File: src/rtl/dna_pkg.sv
// dna_pkg: shared DNA symbol type, base constants and default frame reference.
package dna_pkg;
  typedef logic [1:0] sym_t;
  localparam sym_t SYM_A = 2'd0;
  localparam sym_t SYM_C = 2'd1;
  localparam sym_t SYM_G = 2'd2;
  localparam sym_t SYM_T = 2'd3;
  localparam sym_t DEFAULT_INIT_REF = SYM_A;
endpackage

File: src/rtl/diff_word_core.sv
// diff_word_core: combinational differential encode/decode of one N-symbol word.
module diff_word_core
  import dna_pkg::*;
#(
  parameter int N = 8
) (
  input  logic [2*N-1:0] i_word,
  input  sym_t           i_ref,
  input  logic           i_mode,
  output logic [2*N-1:0] o_word,
  output sym_t           o_ref
);
  always_comb begin
    sym_t w_prev, w_x, w_y;
    w_prev = i_ref;
    w_x    = '0;
    w_y    = '0;
    o_word = '0;
    for (int k = 0; k < N; k++) begin
      w_x = i_word[2*N-1-2*k -: 2];
      w_y = i_mode ? sym_t'(w_x + w_prev) : sym_t'(w_x - w_prev);
      o_word[2*N-1-2*k -: 2] = w_y;
      // the chained reference is always the plain-domain symbol
      w_prev = i_mode ? w_y : w_x;
    end
    o_ref = w_prev;
  end
endmodule

File: src/rtl/differential_stream.sv
// differential_stream: valid/ready streaming differential DNA codec with a single output register.
module differential_stream
  import dna_pkg::*;
#(
  parameter int   N        = 8,
  parameter sym_t INIT_REF = DEFAULT_INIT_REF
) (
  input  logic           clk,
  input  logic           rst,
  input  logic           mode,
  input  logic           in_valid,
  output logic           in_ready,
  input  logic [2*N-1:0] in_word,
  input  logic           in_sof,
  input  logic           in_last,
  output logic           out_valid,
  input  logic           out_ready,
  output logic [2*N-1:0] out_word,
  output logic           out_last
);
  sym_t           r_ref;
  sym_t           w_ref;
  sym_t           w_next_ref;
  logic [2*N-1:0] w_res;
  logic           w_acc;
  assign in_ready = !out_valid || out_ready;
  assign w_acc    = in_valid && in_ready;
  assign w_ref    = in_sof ? INIT_REF : r_ref;
  diff_word_core #(.N(N)) u_core (
    .i_word (in_word),
    .i_ref  (w_ref),
    .i_mode (mode),
    .o_word (w_res),
    .o_ref  (w_next_ref)
  );
  always_ff @(posedge clk or posedge rst) begin
    if (rst) begin
      out_valid <= 1'b0;
      out_word  <= '0;
      out_last  <= 1'b0;
      r_ref     <= INIT_REF;
    end else if (w_acc) begin
      out_valid <= 1'b1;
      out_word  <= w_res;
      out_last  <= in_last;
      r_ref     <= in_last ? INIT_REF : w_next_ref;
    end else if (out_ready) begin
      out_valid <= 1'b0;
    end
  end
endmodule

File: config.mk
export PLATFORM = sky130hd
export DESIGN_NAME = differential_stream
export DESIGN_NICKNAME = d
export VERILOG_FILES = /design/src/rtl/dna_pkg.sv /design/src/rtl/diff_word_core.sv /design/src/rtl/differential_stream.sv
export SDC_FILE = /design/constraint.sdc
export NUM_CORES = 1
export LEC_CHECK = 0
export CORE_UTILIZATION = 50
export CTS_BUF_LIST = sky130_fd_sc_hd__clkbuf_4
export DETAILED_ROUTE_END_ITERATION = 8
export PLACE_DENSITY = 0.85
export SETUP_SLACK_MARGIN = 0.5
export SLEW_MARGIN = 20
export SYNTH_ARGS = -nofsm -noshare
export SYNTH_HDL_FRONTEND = slang
export SYNTH_SLANG_ARGS = --single-unit
File: constraint.sdc
create_clock -name clk -period 8.13 [get_ports clk]
set_input_delay 2.0325 -clock clk [delete_from_list [all_inputs] [get_ports clk]]
set_output_delay 2.0325 -clock clk [all_outputs]
set_load 0.01 [all_outputs]
==> results of run 1 <==
logic make-up (layout without fill, tap and decap cells):
group,count (synthesis),count (layout),share of synthesized area (%)
compound gates,15,15,6.01
xor+xnor,36,36,25.8
fa+ha+maj,8,8,6.96
buf+inv,7,48,2.61
flops,20,20,34.8
mux,20,20,16.2
simple gates,24,24,7.57
cell type report:
cell class                      count  area [sq um]
Sequential cell                    20           500
Clock buffer                        3          22.5
Inverter                            2          7.51
Clock inverter                      1          30.0
Tap cell                           31          38.8
Multi-Input combinational cell    103           916
Timing Repair Buffer               42           420
Fill cell                         203           798
sequential cells by signal, indices dropped and copies added (netlist names):
register / cells
out_word: 16
out_last: 1
out_valid: 1
r_ref: 2
cell usage in the layout (no fill, tap or decap), types with 2 or more instances in the layout:
cell type,netlist,final
xnor2_2,2,3
o21ai_1,2,2
mux2_2,16,16
inv_1,2,2
nand2b_1,2,2
nor2_1,6,6
o21ai_0,5,5
xnor2_1,18,17
mux2i_1,3,3
xor2_1,13,13
a21oi_1,4,4
clkbuf_4,1,3
nor2b_1,3,3
clkdlybuf4s50_1,0,40
nand2_1,10,10
ha_1,8,7
dfrtp_1,20,20
critical path: cells and delay by family:
kind | cells | cell delay (ps)
fa+ha+maj | 8 | 2350
simple gates | 1 | 170
compound gates | 1 | 320
buf+inv | 1 | 480
mux | 7 | 1940
xor+xnor | 2 | 360
power by group:
part / internal, mW / total (mW) / switching (mW)
clock: 0.0498 / 0.0811 / 0.0314
sequential: 0.128 / 0.144 / 0.0152
combinational: 0.138 / 0.241 / 0.103
per-stage QoR:
stage | setup slack, ps | area, sq um | power [mW] | instances
after floorplan | 1090 | 1440 | 0.295 | 130
after global placement | 435 | 1860 | 0.375 | 198
after detailed placement | 266 | 1860 | 0.384 | 198
after CTS | 565 | 1920 | 0.467 | 202
after global routing | 525 | 1940 | 0.498 | 202
final | 732 | 1940 | 0.465 | 202
per-layer routing:
layer  GRT usage, %  vias up  share of wire (%)
met3           1.63        2                3.5
met5              0        -                  0
met4           5.36        0               0.73
li1               -      521                  -
met2           36.0       29                 53
met1           24.1      504                 42
worst max path at each step:
stage	from	to	slack [ps]	cells past startpoint
after detailed placement	in_sof	r_ref[1]$_DFFE_PP0P_	270	21
after floorplan	mode	out_word[1]$_DFFE_PP0P_	1090	20
after CTS	in_sof	r_ref[1]$_DFFE_PP0P_	570	21
final	in_word[14]	r_ref[1]$_DFFE_PP0P_	730	20
after global routing	in_word[14]	out_word[1]$_DFFE_PP0P_	530	21
after global placement	in_sof	out_word[1]$_DFFE_PP0P_	430	22
==> qor.yml, run 1 <==
timing:
  drv_slew: 0
  holdWs_ps: 486
  period_minus_slack_ps: 7400
  tightestPinTransition_ps: 975
  max_freq_mhz: 135
  fin_tns_setup_ps: 0
  hold_viol: 0
  maxSlewHeadroom_pct: 34.9
  period_share_pct: 91.0
  rsz0062_at_grt: "no"
  finalSetupViolCount: 0
  fin_worst_skew_ps: 12.6
synthesis:
  avgSynthCellArea_sq_um: 11.1
  synth.distinct_cells: 29
  ys_warn_count: 0
  synthCells: 130
  ys.flop_type: "dfrtp_1"
  ys_seq_elements: 20
  synth.area.top_cells: "dfrtp_1 (35%), mux2_2 (13%), xnor2_1 (11%)"
  yosys.cell_count.top_type: "dfrtp_1"
  async_reset_ff_share_pct: 100
  yosys.area.top_type_share_pct: 34.8
  netlist_area_sq_um: 1440
  synth_nets: 161
  synth_common_cells: "dfrtp_1 (20), xnor2_1 (18), mux2_2 (16), xor2_1 (13), nand2_1 (10)"
  ys_seq_area_share_pct: 34.8
  synth_area_leader_cell: "dfrtp_1"
  synth-edff-count: 0
routing:
  vias: 1056
  drt_wl_total_microns: 2740
  ant_nets: 0
  vias_per_cell: 5.23
  first_iter_violations: 11
  drt-pass1-iter-count: 4
  wl_per_cell_microns: 13.6
  drc_errors: 0
worst_setup_path:
  cp_slowest_cell: "clkdlybuf4s50_1"
  reg2reg_depth: 20
  critPathMaxStageDelay_ps: 480
  endpoint_kind: "flop"
  path_max_fanout: 3
  crit_chain: "clkdlybuf4s50_1, ha_1, mux2_2, ha_1, mux2_2, ha_1, mux2_2, ha_1, mux2_2, ha_1, mux2_2, ha_1, mux2_2, ha_1, mux2_2, ha_2, xor2_1, xnor2_1, a2111oi_2, nand3b_1"
  cp_data_arrival_time_ps: 7640
  start_kind: "input port"
  ff2ff_setup_slack_ps: 2440
  required_ps: 8370
  r2r-start: "r_ref[0]$_DFFE_PP0P_"
  rr_endpoint: "r_ref[1]$_DFFE_PP0P_"
  critical_path_class: "input port to flop"
power:
  max-vdd-ir-drop_mv: 0.177
  power.leakage_nw: 0.825
  power_per_cell_area_nw_per_um2: 240
die:
  core_area_sq_um: 2730
  dieArea_sq_um: 3090
  ios: 42
  die_x_microns: 55.6
  start_util_pct: 52.6
  die_y_microns: 55.6
  core.rowCount: 19
finish:
  fin_nets: 203
  antennaDiodeCount: 0
  final_util_pct: 70.8
  area_growth_pct: 34.6
  drive_above_1_share_pct: 17.5
grt:
  grt_pass1_vias: 1080
  overflow: 0
  grt_usage_pct: 19.4
  antenna_found_initial: 0
  grt_max_degree: 31
  grt_pass1_wl_microns: 4790
placed_design:
  gp_congestion: 0.768
  dp_hpwl_microns: 2190
  port_buffers: 41
hold_path:
  min_path_cells: 2
  holdCritStartpoint: "out_word[9]$_DFFE_PP0P_"
  hold_path_class: "flop to flop"
  min_delay_worst_endpoint: "out_word[9]$_DFFE_PP0P_"
clock_tree:
  clock_latency_ps: 300
  cts_tree: "yes"
  cts_hold_buf: 0
  cts_buffer_depth: 2
  cts.repair.resized: 0
  clk_pin_slew_worst_paths_ps: 130
  postCtsSetupBuffers: 0
  root_buffer: "clkbuf_4"
  htree_levels: 1
  cts_buffers: 3
  clock-sinks: 20
flow_run:
  max_cap_violations: 0
status:
  status: "complete, no violations"
Note: power is estimated with default switching activity, not from simulation.
==> run 2, diff against run 1 <==
--- a/config.mk
+++ b/config.mk
@@ -6,8 +6,9 @@
 export NUM_CORES = 1
 export LEC_CHECK = 0
 export CORE_UTILIZATION = 50
-export CTS_BUF_LIST = sky130_fd_sc_hd__clkbuf_4
+export CTS_BUF_LIST = sky130_fd_sc_hd__clkbuf_4 sky130_fd_sc_hd__clkbuf_8 sky130_fd_sc_hd__clkbuf_16
 export DETAILED_ROUTE_END_ITERATION = 8
+export HOLD_SLACK_MARGIN = 0.1
 export PLACE_DENSITY = 0.85
 export SETUP_SLACK_MARGIN = 0.5
 export SLEW_MARGIN = 20
==> results of run 2 <==
Final layout, timing and power as in run 1 (identical DEF).
